**src/rtl/upf_ret_pkg.sv**
```systemverilog
// Shared definitions for the retention register bank: state encodings,
// the matching state enum, and a constant-evaluable ceil(log2) helper.
package upf_ret_pkg;

  localparam int STW = 4;

  localparam logic [STW-1:0] ST_ON       = 4'd0;
  localparam logic [STW-1:0] ST_ISO_ON   = 4'd1;
  localparam logic [STW-1:0] ST_SAVE     = 4'd2;
  localparam logic [STW-1:0] ST_OFF_WAIT = 4'd3;
  localparam logic [STW-1:0] ST_OFF      = 4'd4;
  localparam logic [STW-1:0] ST_ON_WAIT  = 4'd5;
  localparam logic [STW-1:0] ST_RESTORE  = 4'd6;
  localparam logic [STW-1:0] ST_ISO_OFF  = 4'd7;
  localparam logic [STW-1:0] ST_LOST     = 4'd8;

  typedef enum logic [STW-1:0] {
    RS_ON       = 4'd0,
    RS_ISO_ON   = 4'd1,
    RS_SAVE     = 4'd2,
    RS_OFF_WAIT = 4'd3,
    RS_OFF      = 4'd4,
    RS_ON_WAIT  = 4'd5,
    RS_RESTORE  = 4'd6,
    RS_ISO_OFF  = 4'd7,
    RS_LOST     = 4'd8
  } ret_state_t;

  function automatic int clog2(input int v);
    int r;
    int x;
    r = 0;
    x = v - 1;
    while (x > 0) begin
      r++;
      x = x >> 1;
    end
    return r;
  endfunction

endpackage

```
**src/rtl/upf_ret_bank_ctrl_if.sv**
```systemverilog
// Bus between the power-management controller (master) and the retention
// bank (slave): power request/status, write port and bank status outputs.
interface upf_ret_bank_ctrl_if #(
  parameter int WIDTH = 8,
  parameter int NCH   = 4
);
  logic                   pwr_req;
  logic                   pwr;
  logic [NCH*WIDTH-1:0]   d;
  logic [NCH-1:0]         we;
  logic [NCH*WIDTH-1:0]   q;
  logic                   psw_en;
  logic                   iso;
  logic                   ret;
  logic                   busy;
  logic                   ret_valid;
  logic                   err;

  modport master (
    output pwr_req, pwr, d, we,
    input  q, psw_en, iso, ret, busy, ret_valid, err
  );

  modport slave (
    input  pwr_req, pwr, d, we,
    output q, psw_en, iso, ret, busy, ret_valid, err
  );
endinterface

```
**src/rtl/upf_ret_chan.sv**
```systemverilog
// One retention channel: a main register living in the switchable domain and
// a shadow copy that keeps its contents through power-off and through reset.
module upf_ret_chan #(
  parameter int WIDTH       = 8,
  parameter bit CORRUPT_VAL = 1'b0
) (
  input  logic             clk,
  input  logic             rst_n,
  input  logic             wr,
  input  logic             save,
  input  logic             restore,
  input  logic             corrupt,
  input  logic [WIDTH-1:0] d,
  output logic [WIDTH-1:0] main
);

  logic [WIDTH-1:0] shadow;

  // Main register: power loss beats restore, restore beats a normal write.
  always_ff @(posedge clk or negedge rst_n) begin
    if (!rst_n)
      main <= '0;
    else if (corrupt)
      main <= {WIDTH{CORRUPT_VAL}};
    else if (restore)
      main <= shadow;
    else if (wr)
      main <= d;
  end

  // Shadow register is deliberately left out of reset so a save survives it.
  always_ff @(posedge clk) begin
    if (save)
      shadow <= main;
  end

endmodule

```
**src/rtl/upf_ret_bank_ctrl.sv**
```systemverilog
// Retention register bank with power-sequencing FSM:
// isolate -> save (one channel per cycle) -> switch off -> switch on ->
// restore -> de-isolate, plus detection of unexpected power loss and timeouts.
module upf_ret_bank_ctrl
  import upf_ret_pkg::*;
#(
  parameter int WIDTH       = 8,
  parameter int NCH         = 4,
  parameter int TO_CYC      = 16,
  parameter bit CORRUPT_VAL = 1'b0,
  parameter bit ISO_VAL     = 1'b0
) (
  input  logic               clk,
  input  logic               rst_n,
  upf_ret_bank_ctrl_if.slave bus
);

  localparam int CW = clog2(TO_CYC + 1);
  localparam int KW = (NCH > 1) ? clog2(NCH) : 1;
  localparam logic [CW-1:0] TO_LAST = CW'(TO_CYC - 1);
  localparam logic [CW-1:0] TO_SAT  = CW'(TO_CYC);
  localparam logic [KW-1:0] K_LAST  = KW'(NCH - 1);

  logic [STW-1:0]   state;
  logic [STW-1:0]   nxt;
  logic [CW-1:0]    cnt;
  logic [KW-1:0]    k;
  logic             psw_en;
  logic             iso;
  logic             ret;
  logic             ret_valid;
  logic             err;

  logic             pwr_lost;
  logic             corrupt_all;
  logic             restore_all;
  logic [NCH-1:0]   wr_en;
  logic [NCH-1:0]   save_en;
  logic [WIDTH-1:0] main_q [NCH];

  // Channel control strobes derived from the current state and inputs.
  always_comb begin
    pwr_lost    = !bus.pwr &&
                  ((state == ST_ON) || (state == ST_ISO_ON) || (state == ST_SAVE));
    corrupt_all = pwr_lost ||
                  ((state == ST_OFF_WAIT) && (!bus.pwr || (cnt == TO_LAST)));
    restore_all = (state == ST_RESTORE);
    wr_en       = ((state == ST_ON) && !pwr_lost) ? bus.we : '0;
    save_en     = '0;
    if ((state == ST_SAVE) && !pwr_lost)
      save_en[k] = 1'b1;
  end

  // Next-state decode for the power sequencer.
  always_comb begin
    nxt = state;
    case (state)
      ST_ON:       if (!bus.pwr) nxt = ST_LOST;
                   else if (bus.pwr_req) nxt = ST_ISO_ON;
      ST_ISO_ON:   nxt = !bus.pwr ? ST_LOST : ST_SAVE;
      ST_SAVE:     if (!bus.pwr) nxt = ST_LOST;
                   else if (k == K_LAST) nxt = bus.pwr_req ? ST_OFF_WAIT : ST_ISO_OFF;
      ST_OFF_WAIT: if (!bus.pwr || (cnt == TO_LAST)) nxt = ST_OFF;
      ST_OFF:      if (!bus.pwr_req) nxt = ST_ON_WAIT;
      ST_ON_WAIT:  if (bus.pwr) nxt = ST_RESTORE;
      ST_RESTORE:  nxt = ST_ISO_OFF;
      ST_ISO_OFF:  nxt = ST_ON;
      ST_LOST:     if (bus.pwr) nxt = ST_ISO_OFF;
      default:     nxt = ST_ON;
    endcase
  end

  // State, save index and the saturating per-state timeout counter.
  always_ff @(posedge clk or negedge rst_n) begin
    if (!rst_n) begin
      state <= ST_ON;
      cnt   <= '0;
      k     <= '0;
    end else begin
      state <= nxt;
      if (nxt != state)
        cnt <= '0;
      else if (cnt != TO_SAT)
        cnt <= cnt + CW'(1);
      if ((state == ST_SAVE) && (nxt == ST_SAVE))
        k <= k + KW'(1);
      else
        k <= '0;
    end
  end

  // Power-switch, isolation, retention and status flags updated on transitions.
  always_ff @(posedge clk or negedge rst_n) begin
    if (!rst_n) begin
      psw_en    <= 1'b1;
      iso       <= 1'b0;
      ret       <= 1'b0;
      ret_valid <= 1'b0;
      err       <= 1'b0;
    end else if (pwr_lost) begin
      psw_en    <= 1'b0;
      iso       <= 1'b1;
      ret_valid <= 1'b0;
      err       <= 1'b1;
    end else begin
      case (state)
        ST_ON: begin
          if (|bus.we) ret_valid <= 1'b0;
          if (bus.pwr_req) iso <= 1'b1;
        end
        ST_SAVE: begin
          if (k == K_LAST) begin
            ret_valid <= 1'b1;
            if (bus.pwr_req) begin
              ret    <= 1'b1;
              psw_en <= 1'b0;
            end
          end
        end
        ST_OFF_WAIT: if (bus.pwr && (cnt == TO_LAST)) err <= 1'b1;
        ST_OFF:      if (!bus.pwr_req) psw_en <= 1'b1;
        ST_ON_WAIT:  if (!bus.pwr && (cnt == TO_LAST)) err <= 1'b1;
        ST_RESTORE:  ret <= 1'b0;
        ST_ISO_OFF:  iso <= 1'b0;
        ST_LOST:     if (!bus.pwr_req || bus.pwr) psw_en <= 1'b1;
        default:     ;
      endcase
    end
  end

  for (genvar c = 0; c < NCH; c++) begin : g_chan
    upf_ret_chan #(
      .WIDTH       (WIDTH),
      .CORRUPT_VAL (CORRUPT_VAL)
    ) u_chan (
      .clk     (clk),
      .rst_n   (rst_n),
      .wr      (wr_en[c]),
      .save    (save_en[c]),
      .restore (restore_all),
      .corrupt (corrupt_all),
      .d       (bus.d[c*WIDTH +: WIDTH]),
      .main    (main_q[c])
    );
    assign bus.q[c*WIDTH +: WIDTH] = iso ? {WIDTH{ISO_VAL}} : main_q[c];
  end

  assign bus.psw_en    = psw_en;
  assign bus.iso       = iso;
  assign bus.ret       = ret;
  assign bus.busy      = (state != ST_ON);
  assign bus.ret_valid = ret_valid;
  assign bus.err       = err;

endmodule
```
**src/flat_wrapper.sv**
```systemverilog
// flat-port wrapper written by rule: the top's interface ports become plain ports
module upf_ret_bank_ctrl_flat import upf_ret_pkg::*;
#(
  parameter int WIDTH       = 8,
  parameter int NCH         = 4,
  parameter int TO_CYC      = 16,
  parameter bit CORRUPT_VAL = 1'b0,
  parameter bit ISO_VAL     = 1'b0
)
  (clk, rst_n, bus_pwr_req, bus_pwr, bus_d, bus_we, bus_q, bus_psw_en, bus_iso, bus_ret, bus_busy, bus_ret_valid, bus_err);
  upf_ret_bank_ctrl_if #(.WIDTH(WIDTH), .NCH(NCH)) bus_i ();
  input  logic clk;
  input  logic rst_n;
  input wire logic [$bits(bus_i.pwr_req)-1:0] bus_pwr_req;
  input wire logic [$bits(bus_i.pwr)-1:0] bus_pwr;
  input wire logic [$bits(bus_i.d)-1:0] bus_d;
  input wire logic [$bits(bus_i.we)-1:0] bus_we;
  output wire logic [$bits(bus_i.q)-1:0] bus_q;
  output wire logic [$bits(bus_i.psw_en)-1:0] bus_psw_en;
  output wire logic [$bits(bus_i.iso)-1:0] bus_iso;
  output wire logic [$bits(bus_i.ret)-1:0] bus_ret;
  output wire logic [$bits(bus_i.busy)-1:0] bus_busy;
  output wire logic [$bits(bus_i.ret_valid)-1:0] bus_ret_valid;
  output wire logic [$bits(bus_i.err)-1:0] bus_err;
  assign bus_i.pwr_req = bus_pwr_req;
  assign bus_i.pwr = bus_pwr;
  assign bus_i.d = bus_d;
  assign bus_i.we = bus_we;
  assign bus_q = bus_i.q;
  assign bus_psw_en = bus_i.psw_en;
  assign bus_iso = bus_i.iso;
  assign bus_ret = bus_i.ret;
  assign bus_busy = bus_i.busy;
  assign bus_ret_valid = bus_i.ret_valid;
  assign bus_err = bus_i.err;
  upf_ret_bank_ctrl #(.WIDTH(WIDTH), .NCH(NCH), .TO_CYC(TO_CYC), .CORRUPT_VAL(CORRUPT_VAL), .ISO_VAL(ISO_VAL)) u_core (.clk(clk), .rst_n(rst_n), .bus(bus_i));
endmodule
```
**config.mk**
```make
export PLATFORM = sky130hd
export DESIGN_NAME = upf_ret_bank_ctrl_flat
export DESIGN_NICKNAME = d
export VERILOG_FILES = /design/src/rtl/upf_ret_pkg.sv /design/src/rtl/upf_ret_bank_ctrl_if.sv /design/src/rtl/upf_ret_chan.sv /design/src/rtl/upf_ret_bank_ctrl.sv /design/src/flat_wrapper.sv
export SDC_FILE = /design/constraint.sdc
export NUM_CORES = 1
export LEC_CHECK = 0
export ABC_AREA = 1
export CAP_MARGIN = 15
export CORE_MARGIN = 3
export CORE_UTILIZATION = 49
export CTS_BUF_LIST = sky130_fd_sc_hd__clkbuf_2
export DETAILED_ROUTE_END_ITERATION = 6
export GPL_TIMING_DRIVEN = 1
export PLACE_DENSITY = 0.77
export SLEW_MARGIN = 20
export SYNTH_ARGS = -nofsm -noshare
export SYNTH_HDL_FRONTEND = slang
export SYNTH_HIERARCHICAL = 1
export SYNTH_SLANG_ARGS = --single-unit
export TNS_END_PERCENT = 30
```
**constraint.sdc**
```tcl
create_clock -name clk -period 3.6 [get_ports clk]
set_input_delay 0.54 -clock clk [delete_from_list [all_inputs] [get_ports clk]]
set_output_delay 0.54 -clock clk [all_outputs]
set_load 0.01 [all_outputs]
```
==> metrics.yaml, run 1 <==
status: "complete, but fails checks"
violations: "negative hold slack"
critPathLaunchType: "flop"
regArea_um2: 2160
num_antenna_cells: 0
cp_data_arrival_time_ns: 2.19
yosysSeqAreaShare: 0.517
power_density_nw_per_um2: 572
antenna_found_initial: 0
r2r_cells: 10
via_per_inst: 4.97
area_delta_synth_final_pct: 22.4
setup.worst_path.end_class: "primary output"
dp.cells: 683
tightest_slew_ns: 0.837
synth.area.top_cells: "dfrtp_1 28%, edfxtp_1 23%, nand2_1 17%, inv_1 5.7%, nor2_1 4.9%"
clock_path_buffers: 2
fin_util: 0.620
cts-resized-gates: 0
cts_sinks: 80
worstHoldPathType: "input pin to async pin"
path_clk_slew_ns: 0.22
die_h_um: 98.4
relSlewSlack: 0.441
cp.required_ns: 3.06
dp_hpwl_mm: 6.64
track_usage: 0.197
finalNetCount: 636
p_sw_frac: 0.414
die_area_um2: 9680
p_total_mw: 2.93
vias: 3462
io_pins: 78
rsz0062_at_grt: "false"
setup_viol: 0
insertion_delay_ns: 0.51
wl_per_cell_um: 13.1
drv_cap: 0
postCtsSetupBuffers: 0
io_buffers: 77
grt_overflow: 0
share_comb_of_total_power: 0.381
yosysTopAreaCell: "dfrtp_1"
crit_fanout: 18
root_buffer: "clkbuf_2"
core_region_area_um2: 8260
drive_above_1_share: 0.108
drtAntennaViolNets: 0
grt_pass1_wl_mm: 15.5
drcViolationCount: 0
path_class: "flop to primary output"
grt_pass1_vias: 3410
internal-power_mw: 1.72
cts_buffers: 9
cts_tree: "yes"
multi_input_area_um2: 1680
start_util: 0.507
power.switching_mw: 1.21
drt-total-wl_mm: 9.14
finalCritPeriodShare: 0.759
syn_inst: 506
synth.net_count: 553
stdcell_area_um2: 5120
dpl-instance-area_um2: 5050
fill_cells: 743
htree_levels: 3
cts_hold_buf: 0
syn_area_per_cell_um2: 8.27
finalNonFillerCells: 697
min_period_ns: 2.73
grt_max_degree: 49
synth-seq-cells: 80
synth_area_um2: 4180
seqPwrFrac: 0.491
netlist.area_leader.share: 0.281
ys_warn_count: 6
total_leakage_power_nw: 2.41
fin_tns_setup_ns: 0
timing.hold.ws_ns: -0.000321
fmax_mhz: 366
gp_congestion: 0.833
p_clk_frac: 0.127
finalHoldViolations: 1
first_pass_iters: 4
ys_types: 28
finalClockSkew_ns: 0.0304
chipWidth_um: 98.4
drv_slew: 0
fp-row-count: 33
irDropWorstVdd_v: 0.000453
drt_iter0_markers: 132
## metrics by stage
step                      worst slack (ns)  hold slack (ns)
final                                0.867        -0.000321
after global routing                 0.697          0.00530
after CTS                            0.762            0.197
after detailed placement             0.933            0.460
after global placement                1.04            0.459
after floorplan                      0.129            0.244
## Yosys cell counts
cell,n
xor2_1,2
nor3_1,2
buf_4,1
nand2_1,184
nand3_1,41
a31oi_1,2
edfxtp_1,32
nand2_4,2
o21ai_1,1
ha_1,7
a21oi_1,5
buf_6,4
nor2_8,8
nor2_2,9
dfrtp_1,47
nor2_1,55
inv_2,10
nand3b_1,1
nand2_2,9
dfstp_2,1
o2111ai_1,2
o21ai_0,8
a21oi_4,1
inv_1,64
or2_2,1
nor2_4,2
clkbuf_1,4
nand3_2,1
## worst max-delay path, stage by stage, from the launching register on
cell	delay (ns)
dfrtp_1	0.77
buf_4	0.35
clkdlybuf4s50_1	0.57
## worst paths after layout
kind                              startpoint                              end  slack (ns)
setup reg to reg               u_core/cnt[0]  u_core/g_chan[0].u_chan/main[1]        1.26
hold / removal                         rst_n  u_core/g_chan[1].u_chan/main[3]     -0.0003
hold reg to reg            u_core/bus.psw_en                u_core/bus.psw_en        0.48
max in group asynchronous              rst_n                      u_core/k[0]        3.16
min in group clk           u_core/bus.psw_en                u_core/bus.psw_en        0.48
setup / recovery              u_core/bus.iso                          bus_iso        0.87
## power groups by stage
stage | Combinational (mW) | Clock [mW] | Sequential, mW
6_report | 1.12 | 0.373 | 1.44
5_1_grt | 1.26 | 0.421 | 1.47
4_1_cts | 1.12 | 0.385 | 1.44
3_5_place_dp | 1.12 | 0 | 1.45
3_3_place_gp | 1.09 | 0 | 1.44
2_1_floorplan | 0.824 | 0 | 1.39
## cell usage in the layout (no fill, tap or decap), types with 2 or more instances in the layout
cell | synthesis | final
a21oi_1 | 5 | 5
a31oi_1 | 2 | 2
buf_4 | 1 | 5
clkbuf_2 | 0 | 9
clkdlybuf4s50_1 | 0 | 76
clkinv_2 | 0 | 3
dfrtp_1 | 47 | 47
edfxtp_1 | 32 | 32
ha_1 | 7 | 7
inv_1 | 64 | 63
inv_2 | 10 | 11
nand2_1 | 184 | 184
nand2_2 | 9 | 9
nand2_4 | 2 | 2
nand3_1 | 41 | 41
nor2_1 | 55 | 55
nor2_2 | 9 | 9
nor2_4 | 2 | 2
nor2_8 | 8 | 8
nor3_1 | 2 | 2
o2111ai_1 | 2 | 2
o21ai_0 | 8 | 7
xor2_1 | 2 | 2
## final cells by class
| class | count | area share |
|---|---|---|
| Timing Repair Buffer | 81 | 0.156 |
| Inverter | 74 | 0.0542 |
| Tap cell | 105 | 0.0257 |
| Clock inverter | 5 | 0.00513 |
| Sequential cell | 80 | 0.422 |
| Clock buffer | 9 | 0.00880 |
| Multi-Input combinational cell | 343 | 0.328 |
## state kept, by name, indices dropped and copies added, names as in the netlist
name	count
u_core/cnt	5
u_core/state	4
u_core/bus.psw_en	1
u_core/bus.ret	1
u_core/bus.iso	1
u_core/bus.ret_valid	1
u_core/bus.err	1
u_core/g_chan.u_chan/shadow	32
u_core/k	2
u_core/g_chan.u_chan/main	32
## cell families (layout without fill, tap and decap cells)
family	Yosys count	in the layout	share of synthesized area
AOI/OAI and AO/OA	19	19	0.0278
xor gates and xnor gates	2	2	0.00419
adders and majority gates	7	7	0.0209
buffers and inverters	83	169	0.0825
DFF	80	80	0.517
and+or+nand+nor	315	315	0.347
## per-layer routing
layer / track usage / share of wire / wire length, um / up-vias
li1: - / - / - / 1730
met1: 0.267 / 0.44 / 4000 / 1621
met2: 0.323 / 0.49 / 4520 / 103
met3: 0.0357 / 0.057 / 520 / 8
met4: 0.0630 / 0.011 / 103 / 0
met5: 0 / 0 / 0 / -
(Power assumes the default switching activity.)
==> run 2, diff against run 1 <==
==> constraint.sdc (replaced) <==
create_clock -name clk -period 2.35 [get_ports clk]
set_input_delay 0.3525 -clock clk [delete_from_list [all_inputs] [get_ports clk]]
set_output_delay 0.3525 -clock clk [all_outputs]
set_load 0.01 [all_outputs]
==> metrics.yaml, run 2 (synthesized netlist as in run 1, its figures left out) <==
relSlewSlack: 0.713
insertion_delay_ns: 0.52
setup.worst_path.end_class: "primary output"
clock_path_buffers: 2
power_density_nw_per_um2: 922
final_common_cell: "nand2_1"
path_clk_slew_ns: 0.23
drv_slew: 0
die_area_um2: 9680
finalNetCount: 646
cts_tree: "yes"
io_pins: 78
grt_pass1_vias: 3447
final_cell_mix: "184 x nand2_1, 64 x clkdlybuf4s50_1, 63 x inv_1"
root_buffer: "clkbuf_2"
drtAntennaViolNets: 0
grt_overflow: 0
io_buffers: 77
antenna_found_initial: 0
stdcell_area_um2: 5380
wl_per_cell_um: 13.3
critPathLaunchType: "flop"
first_pass_iters: 4
dpl-instance-area_um2: 5120
die_h_um: 98.4
dp_hpwl_mm: 7.00
cts_buffers: 9
htree_levels: 3
start_util: 0.507
crit_fanout: 11
finalHoldViolations: 0
vias: 3536
tightest_slew_ns: 0.428
num_antenna_cells: 0
status: "finished, final reports clean"
irDropWorstVdd_v: 0.000530
fp-row-count: 33
finalClockSkew_ns: 0.0251
drv_cap: 0
worstHoldPathType: "input pin to async pin"
total_leakage_power_nw: 2.74
min_period_ns: 2.24
area_delta_synth_final_pct: 28.5
cts_sinks: 80
grt_max_degree: 24
via_per_inst: 4.99
gp_congestion: 0.914
fmax_mhz: 446
fin_util: 0.651
rsz0062_at_grt: "false"
drcViolationCount: 0
setup_viol: 0
finalCritPeriodShare: 0.954
drt_iter0_markers: 157
cp.required_ns: 2.00
p_total_mw: 4.96
chipWidth_um: 98.4
core_region_area_um2: 8260
track_usage: 0.205
drive_above_1_share: 0.127
finalNonFillerCells: 709
cp_data_arrival_time_ns: 1.89
grt_pass1_wl_mm: 16.0
dp.cells: 689
path_class: "flop to primary output"
drt-total-wl_mm: 9.44
reg.largest.list: "u_core/g_chan.u_chan/main: 32 flops, u_core/g_chan.u_chan/shadow: 32 flops, u_core/cnt: 5 flops"
==> run 2: cell count changes in the layout (fill, tap and decap cells not counted), moves of 3 or more <==
cell	change
clkdlybuf4s50_1	-12
buf_12	+3
clkinv_2	-3
buf_4	+4
dlymetal6s2s_1	+12
bufinv_16	+3
==> run 2: routing by layer <==
metal | track usage | part of all wire
met1 | 0.267 | 0.43
met2 | 0.344 | 0.50
met3 | 0.0379 | 0.058
met4 | 0.0725 | 0.018
met5 | 0 | 0
==> run 2: metrics by stage <==
stage	setup WS, ns	setup TNS [ns]	hold WS (ns)
6_report	0.107	0	0.249
3_5_place_dp	-0.242	-6.75	0.308
4_1_cts	0.0171	0	0.236
5_1_grt	0.00157	0	0.248
2_1_floorplan	0.134	0	0.0569
3_3_place_gp	-0.165	-4.24	0.306
==> run 2: final timing paths <==
kind | start | end | slack [ns] | cells past startpoint
setup / recovery | u_core/bus.iso | bus_q[23] | 0.11 | 3
hold / removal | rst_n | u_core/g_chan[3].u_chan/main[6] | 0.25 | 2
setup reg to reg | u_core/cnt[0] | u_core/cnt[4] | 0.31 | 11
hold reg to reg | u_core/bus.psw_en | u_core/bus.psw_en | 0.48 | 2
max in group asynchronous | rst_n | u_core/bus.psw_en | 1.43 | 3
min in group clk | bus_d[11] | u_core/g_chan[1].u_chan/main[3] | 0.43 | 5
==> run 2: cell type report <==
| class | instances | area (um2) |
|---|---|---|
| fill | 726 | 2880 |
| sequential | 80 | 2160 |
| multi-input combinational | 343 | 1690 |
| timing repair buffer | 91 | 945 |
| inverter | 74 | 278 |
| tap | 105 | 131 |
| clock inverter | 6 | 115 |
| clock buffer | 10 | 50.0 |
==> run 2: power by group <==
part / total, mW / leakage, nW / switching (mW) / internal [mW]
Combinational: 1.79 / 1.72 / 1.10 / 0.692
Clock: 0.953 / 0.0927 / 0.484 / 0.468
Sequential: 2.21 / 0.929 / 0.332 / 1.88
Total: 4.96 / 2.74 / 1.92 / 3.04
==> run 2: timing repair <==
action,4_1_cts,5_1_grt
setup endpoints to repair,48,45
gates resized for setup,3,13
pin swaps,0,1
endpoints found under the hold margin,15,0
setup buffers,0,3
hold buffers,1,0
==> run 2: worst max-delay path: stages (launching register included) <==
cell	delay, ns
dfrtp_2	0.53
buf_4	0.20
nor2_1	0.11
clkdlybuf4s50_1	0.54
